<file path="src/rtl/fifo_lib_pkg.sv">
// Shared helpers for the sc_fifo read-side stages.
// Lane-mask and counter-width functions used by the upsizer.
package fifo_lib_pkg;

    localparam int MAX_LANES = 64;

    // Width of a counter that indexes 0..ratio-1 (never below one bit)
    function automatic int lane_cnt_width(input int ratio);
        return (ratio < 2) ? 1 : $clog2(ratio);
    endfunction

    // Mask with the low cnt lanes set, limited to ratio lanes
    function automatic logic [MAX_LANES-1:0] keep_mask(
        input int cnt,
        input int ratio
    );
        logic [MAX_LANES-1:0] m;
        m = '0;
        for (int i = 0; i < MAX_LANES; i++) begin
            if (i < cnt && i < ratio) begin
                m[i] = 1'b1;
            end
        end
        return m;
    endfunction

endpackage

</file>
<file path="src/rtl/fifo_rd_upsizer.sv">
// Pops narrow words from a show-ahead FIFO and packs RATIO
// of them into one wide valid/ready beat; flush emits a partial beat.
module fifo_rd_upsizer
    import fifo_lib_pkg::*;
#(
    parameter int DATA_WIDTH = 8,
    parameter int RATIO      = 4,
    parameter int OUT_WIDTH  = DATA_WIDTH * RATIO,
    parameter int CNT_WIDTH  = lane_cnt_width(RATIO)
) (
    input  logic                  clk_i,
    input  logic                  rst_i,
    output logic                  fifo_rd_o,
    input  logic [DATA_WIDTH-1:0] fifo_data_i,
    input  logic                  fifo_empty_i,
    input  logic                  flush_i,
    output logic                  flush_ack_o,
    output logic [OUT_WIDTH-1:0]  m_data_o,
    output logic [RATIO-1:0]      m_keep_o,
    output logic                  m_last_o,
    output logic                  m_valid_o,
    input  logic                  m_ready_i,
    output logic [CNT_WIDTH-1:0]  lanes_o
);

    localparam logic [CNT_WIDTH-1:0] LAST = CNT_WIDTH'(RATIO - 1);

    logic [DATA_WIDTH-1:0] r_acc [0:RATIO-2];
    logic [CNT_WIDTH-1:0]  r_cnt;
    logic                  r_flush_pend;
    logic                  r_flush_ack;
    logic [OUT_WIDTH-1:0]  r_data;
    logic [RATIO-1:0]      r_keep;
    logic                  r_last;
    logic                  r_valid;

    logic                  w_out_free;
    logic                  w_flush_act;
    logic                  w_cnt_last;
    logic                  w_cnt_zero;
    logic                  w_pop;
    logic                  w_flush_done;
    logic [OUT_WIDTH-1:0]  w_full;
    logic [OUT_WIDTH-1:0]  w_part;
    logic [RATIO-1:0]      w_keep;

    assign w_out_free   = !r_valid || m_ready_i;
    assign w_flush_act  = flush_i || r_flush_pend;
    assign w_cnt_last   = (r_cnt == LAST);
    assign w_cnt_zero   = (r_cnt == '0);
    assign w_pop        = !rst_i && !fifo_empty_i && !w_flush_act
                          && (!w_cnt_last || w_out_free);
    assign w_flush_done = w_flush_act && (w_cnt_zero || w_out_free);
    assign w_keep       = RATIO'(keep_mask(int'(r_cnt), RATIO));

    // Assemble full beat (incoming word on top) and zero-padded partial beat
    always_comb begin
        w_full = '0;
        w_part = '0;
        for (int i = 0; i < RATIO - 1; i++) begin
            w_full[i*DATA_WIDTH +: DATA_WIDTH] = r_acc[i];
            if (CNT_WIDTH'(i) < r_cnt) begin
                w_part[i*DATA_WIDTH +: DATA_WIDTH] = r_acc[i];
            end
        end
        w_full[(RATIO-1)*DATA_WIDTH +: DATA_WIDTH] = fifo_data_i;
    end

    // Lane capture, output register, flush tracking and handshake
    always_ff @(posedge clk_i) begin
        if (rst_i) begin
            for (int i = 0; i < RATIO - 1; i++) begin
                r_acc[i] <= '0;
            end
            r_cnt        <= '0;
            r_flush_pend <= 1'b0;
            r_flush_ack  <= 1'b0;
            r_data       <= '0;
            r_keep       <= '0;
            r_last       <= 1'b0;
            r_valid      <= 1'b0;
        end else begin
            r_flush_ack <= w_flush_done;
            if (m_ready_i) begin
                r_valid <= 1'b0;
            end
            if (w_pop) begin
                if (w_cnt_last) begin
                    r_data  <= w_full;
                    r_keep  <= '1;
                    r_last  <= 1'b0;
                    r_valid <= 1'b1;
                    r_cnt   <= '0;
                end else begin
                    for (int i = 0; i < RATIO - 1; i++) begin
                        if (r_cnt == CNT_WIDTH'(i)) begin
                            r_acc[i] <= fifo_data_i;
                        end
                    end
                    r_cnt <= r_cnt + 1'b1;
                end
            end else if (w_flush_done) begin
                r_flush_pend <= 1'b0;
                if (!w_cnt_zero) begin
                    r_data  <= w_part;
                    r_keep  <= w_keep;
                    r_last  <= 1'b1;
                    r_valid <= 1'b1;
                    r_cnt   <= '0;
                end
            end else if (w_flush_act) begin
                r_flush_pend <= 1'b1;
            end
        end
    end

    assign fifo_rd_o   = w_pop;
    assign flush_ack_o = r_flush_ack;
    assign m_data_o    = r_data;
    assign m_keep_o    = r_keep;
    assign m_last_o    = r_last;
    assign m_valid_o   = r_valid;
    assign lanes_o     = r_cnt;

endmodule

</file>
<file path="config.mk">
export PLATFORM = sky130hd
export DESIGN_NAME = fifo_rd_upsizer
export DESIGN_NICKNAME = d
export VERILOG_FILES = /design/src/rtl/fifo_lib_pkg.sv /design/src/rtl/fifo_rd_upsizer.sv
export SDC_FILE = /design/constraint.sdc
export NUM_CORES = 1
export LEC_CHECK = 0
export ABC_AREA = 1
export CORE_ASPECT_RATIO = 1.5
export CORE_UTILIZATION = 47
export DETAILED_ROUTE_END_ITERATION = 8
export PLACE_DENSITY = 0.79
export SYNTH_ARGS = -nofsm -noshare
export SYNTH_HDL_FRONTEND = slang
export SYNTH_SLANG_ARGS = --single-unit
</file>
<file path="constraint.sdc">
create_clock -name clk_i -period 3.2 [get_ports clk_i]
set_input_delay 0.32 -clock clk_i [delete_from_list [all_inputs] [get_ports clk_i]]
set_output_delay 0.32 -clock clk_i [all_outputs]
set_load 0.05 [all_outputs]
</file>
======== Word level (Yosys, flattened, before mapping) ========
Memories as Yosys holds them, arrays and structs flattened.
Index checks and enable logic that the tools add are counted.
storage, ports and cells
  register bits after elaboration ......... 42
  RAM bits ................................ 24
  output and inout port bits .............. 42
  memories kept ........................... 1
cells by class
  add/subtract/negate cells ............... 1
  order comparisons ....................... 6
  eq/ne operators ......................... 5
  mux-type cells .......................... 49
  bitwise logic cells ..................... 4
  reductions and logical operators ........ 19
memories
  memory  depth  width  read ports  clocked after Yosys merged registers in  wr ports  RTL line               text
  r_acc   3      8      3           0                                        3         fifo_rd_upsizer.sv:28  logic [DATA_WIDTH-1:0] r_acc [0:RATIO-2];
operators with widths
  cell                                                        number
  2-to-1 mux 32 bit                                           4
  2-to-1 mux 8 bit                                            6
  2-to-1 mux 1 bit                                            31
  2-to-1 mux 4 bit                                            4
  less-than comparator 1 x 2 -> 1 bit (first input constant)  4
  2-to-1 mux 2 bit                                            4
  logical NOT 1 bit                                           5
  equality test 2 bit (second input constant)                 2
  logical AND 1 bit                                           4
  logical OR 1 bit                                            4
  less-than comparator 2 bit (first input constant)           2
  AND reduction 2 bit                                         2
  nonzero test 2 bit                                          2
  OR 1 bit                                                    3
  AND reduction 3 bit                                         1
  adder 2 x 1 -> 2 bit (second input constant)                1
  equality test 2 x 1 -> 1 bit (second input constant)        1
  logical NOT 2 bit                                           1
  inequality test 2 x 1 -> 1 bit (second input constant)      1
  inequality test 2 bit (second input constant)               1
  inverter 1 bit                                              1

======== Longest topological paths before layout ========
  word-level depth ........................ 8
  depth in mapped cells ................... 9

======== Worst setup path before layout ========
No wires, ideal clock.
  path type ............................... reg-to-reg
  start ................................... register r_cnt[0] (netlist: lanes_o[0])
  end ..................................... memory r_acc[0][0], data pin
  setup time .............................. 0.293 ns
  arrival time ............................ 1.789 ns
  slack ................................... 1.117 ns
  stages on the path, launching flop included .. 7
  buffers on the path ..................... 0
  clock period less this slack ............ 2.083 ns
  path through ............................ dfxtp_1 ha_1 nand3_1 nand3_4 inv_2 o31ai_1 nor2_1
RTL lines
  element                 RTL line                text
  from (decl)             fifo_rd_upsizer.sv:29   logic [CNT_WIDTH-1:0] r_cnt;
  from (signal assigned)  fifo_rd_upsizer.sv:100  r_cnt <= r_cnt + 1'b1;
  to (decl)               fifo_rd_upsizer.sv:28

======== Worst setup path after layout ========
  start ................................... input port rst_i
  end ..................................... output port fifo_rd_o
between the ends
  longest elaborated chain between the ends .. 4
ends and longest elaborated chain
  element                         RTL line               text
  from (decl)                     fifo_rd_upsizer.sv:12  input logic rst_i,
  logical NOT 1 bit               fifo_rd_upsizer.sv:51  assign w_pop = !rst_i && !fifo_empty_i && !w_flush_act
  logical AND 1 bit (2 in a row)  fifo_rd_upsizer.sv:51
  logical AND 1 bit               fifo_rd_upsizer.sv:52  && (!w_cnt_last || w_out_free);
  to (decl)                       fifo_rd_upsizer.sv:13  output logic fifo_rd_o,
No other way between the ends.

==> metrics.yaml <==
finish:
  fin_nets: 348
  multiInputGateArea_um2: 833.3
  layout-drive-gt1-share_pct: 7.761
  antenna_cells: 0
  stdcell_count: 403
  fin_area_um2: 3293
  seqCellArea_um2: 1562
  synthToLayoutAreaGrowth_pct: 29.15
  fillers: 424
placement:
  port-buffer-count: 54
  hpwl_um: 3467
  place_inst: 387
  routabilityCongestion: 0.7895
  placed_area_um2: 3110
synthesis:
  synthesis.nets: 291
  synth.area.mux_share_pct: 0
  synth-seq-cells: 66
  synth_compound_area_share_pct: 5.643
  yosys.area_share.xor_xnor_pct: 0
  synth_top_family_by_area: "simple AND/OR/NAND/NOR gates"
  synthAdderAreaFrac_pct: 2.453
  synthCells: 273
  postSynthAreaPerCell_um2: 9.340
  yosys.area_share.simple_pct: 24.58
  ys_warn_count: 0
  syn_area_um2: 2550
  seq_area_frac_synth_pct: 61.24
  ys_types: 26
cts:
  htreeDepth: 3
  hold_buffers: 0
  cts_buffers: 9
  path_clk_slew_ps: 60
  cts_sinks: 66
  cts_setup_buffers: 0
  postCtsResizedCells: 0
  clockRootBuffer: "clkbuf_8"
  cts_buffer_depth: 2
  clock_latency_ps: 320
  cts_tree: "done"
sta:
  setup_viol: 0
  hold_viol: 0
  fmax_mhz: 388.1
  drv_slew: 0
  clock_skew_ps: 7.143
  fin_crit_sh_pct: 80.51
  period_needed_ps: 2576
  setup_tns_ps: 0
  slew_headroom_pct: 39.14
  timing.hold.ws_ps: 460.3
  tightestPinTransition_ps: 905.2
  rsz0062_at_grt: "false"
route:
  wl_per_cell_um: 11.73
  via_count: 1912
  drc: 0
  first_iter_violations: 95
  wirelength_um: 4728
  drtAntennaViolNets: 0
  viasPerCell: 4.744
  drtPass1Iterations: 4
worst_setup_path:
  critical_path.startpoint_type: "input pin"
  worst_r2r_endpoint: "m_data_o[25]"
  arrival_ps: 2260
  required_ps: 2880
  cpMaxStageDelayCell: "clkdlybuf4s50_1"
  crit_family: "buffers and inverters"
  crit_type: "input pin to output pin"
  crit_path_max_fanout: 10
  rr_worst_depth: 8
  worstPathCellList: "clkdlybuf4s50_1, nor2_8, nand3_4, inv_2, clkdlybuf4s50_1"
  path_common_cell: "clkdlybuf4s50_1"
  critPathBufInv: 3
  r2r-start: "lanes_o[0]"
  critPathMaxStageDelay_ps: 820
  r2r_slack_ps: 1120
  end_kind: "output pin"
power:
  irDropWorstVdd_mv: 0.4733
  p_leak_uw: 0.001345
  power.density_nw_per_um2: 580.3
die:
  pin_count: 55
  core_area_um2: 5165
  die_area_um2: 5730
  die_h_um: 92.21
  initial_core_util_pct: 49.37
  row_count: 32
  die_w_um: 62.14
min_path:
  hold-path-cell-count: 2
  min_to: "m_keep_o[2]"
  hp-class: "flop to flop"
  holdCritStartpoint: "m_keep_o[2]"
status:
  status: "finished, final reports clean"
grt:
  grt.overflow.total: 0
  antenna_found_initial: 0
  grt_max_degree: 38
  track_usage_pct: 17.95
  grt_pass1_wl_um: 7817
  grt_pass1_vias: 1803
job:
  cap_violations: 0
==> through the flow <==
| stage | total power, uW | setup WS, ps | utilization (%) |
|---|---|---|---|
| 6_report | 1911 | 623.6 | 63.76 |
| 5_1_grt | 1985 | 544.7 | 63.76 |
| 4_1_cts | 1918 | 635.2 | 63.76 |
| 3_5_place_dp | 1304 | 644.0 | 60.22 |
| 3_3_place_gp | 1298 | 659.3 | 60.22 |
| 2_1_floorplan | 1200 | 1117 | - |
==> power breakdown <==
group          internal [uW]  total, uW  switching (uW)
clock                    347        628             282
combinational            109        337             228
sequential               922        945            22.9
total                   1380       1910             532
==> cells in the final DEF (no fill, tap or decap), drive strengths merged <==
master / netlist / routed
a21oi: 7 / 7
buf: 8 / 2
clkbuf: 2 / 15
clkdlybuf4s50: 0 / 54
dfxtp: 42 / 42
edfxtp: 24 / 24
ha: 5 / 5
inv: 20 / 21
nand2: 65 / 65
nand3: 17 / 17
nor2: 63 / 63
nor3: 1 / 1
o21ai: 18 / 18
o31ai: 1 / 1
==> Yosys cell counts (all sizes together) <==
cell    number  area [um^2]
buf          8        72.56
dfxtp       42        840.8
o21ai       18        90.09
clkbuf       2        7.510
nand2       65        256.5
inv         20        75.07
a21oi        7        46.30
ha           5        62.56
edfxtp      24        720.7
o31ai        1        7.510
nor2        63        262.8
nand3       17        102.6
nor3         1        5.000
==> sequential cells by signal (all words and copies together) (netlist names) <==
name and flops:
m_data_o 32, r_acc 24, m_keep_o 4, lanes_o 2, flush_ack_o 1, m_last_o 1
m_valid_o 1, r_flush_pend 1
==> worst reg2reg max path: stages (launching register included) <==
cell and delay, ps:
dfxtp_1 420, inv_1 110, ha_1 220, inv_1 90, nand3_2 150, a21oi_4 630, buf_4 260, nor2_1 40
nor2_1 80
==> routing by layer <==
metal	wire (um)	global-route usage (%)	vias to the layer above
met1	1898	18.71	867
met4	157	11.43	0
li1	-	-	981
met5	0	0	-
met2	2492	31.68	52
met3	180	4.602	12
==> kinds of logic after synthesis <==
group	Yosys count
AOI/OAI and AO/OA	26
and+or+nand+nor	146
DFF	66
buffers and inverters	30
adders and majority gates	5
==> how the worst max path moves through the flow <==
| stage | from | end | cells after the start | slack, ps |
|---|---|---|---|---|
| after global placement | rst_i | fifo_rd_o | 5 | 660 |
| after global routing | lanes_o[0] | fifo_rd_o | 5 | 540 |
| after CTS | rst_i | fifo_rd_o | 5 | 640 |
| after detailed placement | rst_i | fifo_rd_o | 5 | 640 |
| final | rst_i | fifo_rd_o | 5 | 620 |
| after floorplan | lanes_o[0] | r_acc[0][0] | 6 | 1120 |
==> final cells by class <==
type / instances / area share (%)
flip-flops and latches: 66 / 47.42
multi-input cells: 177 / 25.30
repair buffers: 56 / 16.87
clock buffers: 15 / 5.357
well taps: 68 / 2.584
inverters: 20 / 2.280
clock inverters: 1 / 0.1900
(Power assumes the default switching activity.)
